File: config.mk
export PLATFORM = sky130hd
export DESIGN_NAME = regfile_sequencer
export DESIGN_NICKNAME = d
export VERILOG_FILES = /design/src/rtl/regfile_sequencer_pkg.sv /design/src/rtl/regfile_sequencer_alu_watchdog.sv /design/src/rtl/regfile_sequencer.sv
export SDC_FILE = /design/constraint.sdc
export NUM_CORES = 1
export LEC_CHECK = 0
export BUFFER_PORTS_ARGS = -buffer_cell sky130_fd_sc_hd__buf_2
export CORE_UTILIZATION = 30
export DETAILED_ROUTE_END_ITERATION = 6
export GPL_TIMING_DRIVEN = 0
export SLEW_MARGIN = 20
export SYNTH_ARGS = -nofsm -noshare
export SYNTH_HDL_FRONTEND = slang
export SYNTH_SLANG_ARGS = --single-unit
File: constraint.sdc
create_clock -name clk -period 1.9 [get_ports clk]
set_input_delay 0.38 -clock clk [delete_from_list [all_inputs] [get_ports clk]]
set_output_delay 0.38 -clock clk [all_outputs]
set_load 0.1 [all_outputs]
File: src/rtl/regfile_sequencer_pkg.sv
// Shared definitions for the register-file sequencer: opcodes, instruction
// field positions, FSM state encoding and the default ALU watchdog limit.
package regfile_sequencer_pkg;

  localparam int ALU_TIMEOUT_DEF = 16;

  localparam logic [3:0] OP_NOP = 4'h0;
  localparam logic [3:0] OP_MOV = 4'h1;
  localparam logic [3:0] OP_LDI = 4'h2;

  localparam int OPC_LO = 12;
  localparam int RD_LO  = 9;
  localparam int RA_LO  = 6;
  localparam int RB_LO  = 3;
  localparam int IMM_LO = 0;

  typedef enum logic [2:0] {
    S_IDLE,
    S_READ,
    S_OPND,
    S_EXEC,
    S_WB,
    S_FIN
  } state_e;

  // Opcodes 0x8-0xF all go to the ALU.
  function automatic logic is_alu_op(input logic [3:0] opc);
    return opc[3];
  endfunction

endpackage

File: src/rtl/regfile_sequencer_alu_watchdog.sv
// Down-counter bounding how many EXEC cycles the sequencer waits for alu_done.
module alu_watchdog #(
  parameter int TIMEOUT = 16
) (
  input  logic clk,
  input  logic rst,
  input  logic load,
  input  logic run,
  output logic expired
);

  localparam int CW = $clog2(TIMEOUT + 1);

  logic [CW-1:0] cnt;

  // Loaded with TIMEOUT-1 so expiry is flagged in the TIMEOUT-th run cycle.
  always_ff @(posedge clk or posedge rst) begin
    if (rst)
      cnt <= '0;
    else if (load)
      cnt <= CW'(TIMEOUT - 1);
    else if (run && cnt != '0)
      cnt <= cnt - CW'(1);
  end

  assign expired = run && (cnt == '0);

endmodule

File: src/rtl/regfile_sequencer.sv
// Operand-fetch / execute / write-back controller for the 8x8 register file,
// with an ALU start/done handshake and a watchdog on the ALU.
module regfile_sequencer
  import regfile_sequencer_pkg::*;
#(
  parameter int DATA_W      = 8,
  parameter int ADDR_W      = 3,
  parameter int ALU_TIMEOUT = ALU_TIMEOUT_DEF
) (
  input  logic              clk,
  input  logic              rst,
  input  logic              instr_valid,
  output logic              instr_ready,
  input  logic [15:0]       instr,
  output logic [ADDR_W-1:0] A_add,
  output logic [ADDR_W-1:0] B_add,
  output logic [ADDR_W-1:0] D_add,
  output logic [DATA_W-1:0] data_in,
  output logic              write_enable,
  input  logic [DATA_W-1:0] data_a,
  input  logic [DATA_W-1:0] data_b,
  output logic [2:0]        alu_op,
  output logic [DATA_W-1:0] alu_a,
  output logic [DATA_W-1:0] alu_b,
  output logic              alu_start,
  input  logic              alu_done,
  input  logic [DATA_W-1:0] alu_result,
  output logic              done,
  output logic              err
);

  state_e     state, state_d;
  logic       err_d;
  logic       is_alu;
  logic       accept;
  logic       wd_load;
  logic       wd_expired;
  logic [3:0] opc_in;

  assign opc_in      = instr[OPC_LO +: 4];
  assign instr_ready = (state == S_IDLE) && !rst;
  assign accept      = instr_valid && instr_ready;
  assign wd_load     = (state == S_OPND) && (state_d == S_EXEC);

  alu_watchdog #(.TIMEOUT(ALU_TIMEOUT)) u_wd (
    .clk     (clk),
    .rst     (rst),
    .load    (wd_load),
    .run     (state == S_EXEC),
    .expired (wd_expired)
  );

  always_comb begin
    state_d = state;
    err_d   = 1'b0;
    case (state)
      S_IDLE: if (accept) begin
        if (opc_in == OP_NOP)
          state_d = S_FIN;
        else if (opc_in == OP_LDI)
          state_d = S_WB;
        else if (opc_in == OP_MOV || is_alu_op(opc_in))
          state_d = S_READ;
        else begin
          state_d = S_FIN;
          err_d   = 1'b1;
        end
      end
      S_READ: state_d = S_OPND;
      S_OPND: state_d = is_alu ? S_EXEC : S_WB;
      // A done arriving in the expiry cycle still counts as success.
      S_EXEC: if (alu_done)
                state_d = S_WB;
              else if (wd_expired) begin
                state_d = S_FIN;
                err_d   = 1'b1;
              end
      S_WB:   state_d = S_FIN;
      S_FIN:  state_d = S_IDLE;
      default: state_d = S_IDLE;
    endcase
  end

  always_ff @(posedge clk or posedge rst) begin
    if (rst) begin
      state        <= S_IDLE;
      is_alu       <= 1'b0;
      A_add        <= '0;
      B_add        <= '0;
      D_add        <= '0;
      data_in      <= '0;
      alu_op       <= '0;
      alu_a        <= '0;
      alu_b        <= '0;
      write_enable <= 1'b0;
      alu_start    <= 1'b0;
      done         <= 1'b0;
      err          <= 1'b0;
    end else begin
      state        <= state_d;
      write_enable <= (state_d == S_WB);
      alu_start    <= wd_load;
      done         <= (state_d == S_FIN);
      err          <= (state_d == S_FIN) && err_d;
      if (accept) begin
        is_alu  <= is_alu_op(opc_in);
        A_add   <= instr[RA_LO +: ADDR_W];
        B_add   <= instr[RB_LO +: ADDR_W];
        D_add   <= instr[RD_LO +: ADDR_W];
        alu_op  <= opc_in[2:0];
        data_in <= DATA_W'(instr[IMM_LO +: 8]);
      end
      if (state == S_OPND) begin
        alu_a <= data_a;
        alu_b <= data_b;
        if (!is_alu)
          data_in <= data_a;
      end
      if (state == S_EXEC && alu_done)
        data_in <= alu_result;
    end
  end

endmodule

==> out/qor.yml <==
route:
  via_per_inst: 4.58
  vias: 1676
  routedWlPerCell_um: 13.8
  detail-route-antenna-nets: 0
  routed_wl_um: 5040
  drc: 0
  dr.pass1.iters: 3
  drt_iter0_drc: 53
sta:
  worst_pin_slew_ns: 0.499
  clock_skew_ns: 0.00623
  finalHoldViolCount: 0
  final-setup-viol-count: 0
  final.setup.tns_ns: 0
  rsz0062_at_grt: "false"
  period_share: 0.957
  slew_violations: 0
  max_freq_mhz: 550
  fin_crit_ns: 1.82
  setup_ws_ns: 0.0812
  max-slew-margin-rel: 0.670
yosys:
  synth-simple-area-share: 0.125
  synth_area_leaders: "dfrtp_1 57%, mux2_2 14%, mux2i_1 3.3%"
  synth_xor_area_frac: 0.0122
  synth_top_cell_area_share: 0.570
  netlist_area_mm2: 0.00215
  seq_area_frac_synth: 0.570
  synth_cells: 171
  synth_top_family_by_area: "multiplexers"
  synth.area.mux_share: 0.174
  synth.largest_area_cell: "dfrtp_1"
  synth_cell_types: 38
  ys_warn_count: 0
  syn-num-nets: 217
  syn_avg_cell_area_um2: 12.6
  synth_compound_area_frac: 0.0698
  yosys.area_share.adder: 0.0116
  synth_seq_cells: 49
min_path:
  hold_class: "input pin to async pin"
layout:
  nNetsFinal: 315
  synthToLayoutAreaGrowth_pct: 34.3
  design_area_mm2: 0.00289
  diodes: 0
  drive_above_1_share: 0.522
setup_path:
  r2r-start: "state[2]$_DFF_PP0_"
  r2r_end: "alu_a[4]$_DFFE_PP0N_"
  worstPathCellList: "buf_6 -> nor4_4 -> buf_4 -> buf_12"
  crit_slowest_cell: "dfrtp_1"
  critPathMaxFanout: 7
  cp-start-kind: "flop"
  cp.required_ns: 1.52
  endpoint_kind: "output pin"
  critical_path_class: "flop to output pin"
  worst-path-buf-inv: 3
  critical-path-top-delay-family: "buffers and inverters"
  max_stage_delay_ns: 0.38
  rrSetupSlack_ns: 0.11
  critPathArrivalTime_ns: 1.44
  reg2reg_depth: 6
clock_tree:
  root_buffer: "clkbuf_8"
  cts_buffer_depth: 2
  cts_tree: "built"
  cts_buffers: 5
  htree_levels: 2
  worstSkewPairLatency_ns: 0.30
  clock_sinks: 49
  cts.clk_slew.worst_paths_ns: 0.09
die:
  core-area_mm2: 0.00687
  fp-row-count: 30
  ios: 85
  start_util: 0.313
  die_h_um: 86.6
  die_w_um: 86.6
  die_area_mm2: 0.00751
global_route:
  grt_pass1_vias: 1687
  track_usage: 0.141
  grt_start_max_net_pins: 34
  overflow: 0
  antenna_found_initial: 0
  grt_pass1_wl_um: 8050
placement:
  numPortBuffers: 84
  gp_congestion: 0.751
  hpwlAfterDp_um: 3710
  placed_area_mm2: 0.00271
  post-place-ws_ns: 0.0651
outcome:
  status: "completed"
flow_run:
  maxCapViolCount: 0
[Yosys cell counts (all sizes together)]
cell type	count
o21a	1
or4b	2
xnor2	1
and3b	1
clkbuf	1
nand3b	1
nand3	4
a31oi	2
ha	2
nor3b	2
o21ai	1
nor4	1
a21oi	10
mux2i	7
inv	5
nor4b	2
nor2b	1
nand2b	3
o31ai	1
nor3	4
and2	1
buf	8
xor2	2
dfrtp	49
o32a	1
mux2	27
or3	1
and3	1
o22ai	8
nand2	17
nor2	3
o211ai	1
[how the worst max path moves through the flow]
| stage | slack [ns] | depth (start not counted) | to | start |
|---|---|---|---|---|
| floorplan | -0.60 | 5 | A_add[2]$_DFFE_PP0P_ | state[0]$_DFF_PP0_ |
| global placement | -0.38 | 2 | D_add[2]$_DFFE_PP0P_ | rst |
| detailed placement | 0.07 | 4 | alu_a[4]$_DFFE_PP0N_ | state[2]$_DFF_PP0_ |
| CTS | 0.02 | 4 | alu_b[1]$_DFFE_PP0N_ | state[2]$_DFF_PP0_ |
| global route | 0.003 | 4 | instr_ready | state[2]$_DFF_PP0_ |
| finish | 0.08 | 4 | instr_ready | state[2]$_DFF_PP0_ |
[logic make-up after synthesis]
family | Yosys count
AO/OA/AOI/OAI | 25
XOR/XNOR | 3
adder cells (fa/ha/maj) | 2
buffers and inverters | 14
flip-flops | 49
multiplexers | 34
AND/OR/NAND/NOR | 44
[through the flow]
| step | utilization | instances | hold WS (ns) |
|---|---|---|---|
| 2_1_floorplan | - | 171 | 0.460 |
| 4_1_cts | 0.409 | 361 | 0.0787 |
| 5_1_grt | 0.420 | 366 | 0.100 |
| 6_report | 0.420 | 366 | 0.0678 |
| 3_3_place_gp | 0.392 | 351 | 0.457 |
| 3_5_place_dp | 0.395 | 352 | 0.411 |
[repair_timing]
item | in CTS | in global routing
setup buffers | 1 | 5
hold buffers | 0 | 0
resized for setup | 2 | 7
setup endpoints to repair | 1 | 22
pin swaps | 1 | 2
[layout make-up]
cell class,instances,area (um^2)
Tap cell,96,120
Clock buffer,7,76.3
Buffer,9,65.1
Timing Repair Buffer,91,513
Sequential cell,49,1230
Clock inverter,1,7.51
Fill cell,673,3980
Multi-Input combinational cell,108,861
Inverter,5,18.8
[sequential cells by signal, indices dropped and copies added, names as in the netlist, 3 cells and up]
register	flops
alu_a	8
alu_b	8
data_in	8
u_wd.cnt	5
A_add	3
B_add	3
D_add	3
alu_op	3
state	3
[metal layers]
| metal | share of wire | GRT usage | routed length (um) |
|---|---|---|---|
| met2 | 0.51 | 0.240 | 2550 |
| met5 | 0 | 0 | 0 |
| met1 | 0.43 | 0.165 | 2140 |
| met4 | 0.016 | 0.0591 | 80 |
| met3 | 0.052 | 0.0448 | 261 |
[cells in the final DEF (no fill, tap or decap), types with 2 or more instances in the layout]
master / count
xor2_1: 2
mux2_2: 27
dfrtp_1: 49
inv_1: 4
buf_6: 3
mux2i_1: 7
nand2_1: 15
a21oi_1: 10
nand2_2: 2
nor3_1: 3
clkbuf_8: 5
buf_12: 3
a31oi_1: 2
nand2b_1: 3
buf_4: 6
nor2_1: 3
buf_2: 87
ha_1: 2
nand3_1: 3
clkbuf_1: 3
o22ai_1: 8
Power is left out: the tool's default activity adds up to more than one toggle a clock period on the data nets, which glitch-free logic cannot reach.
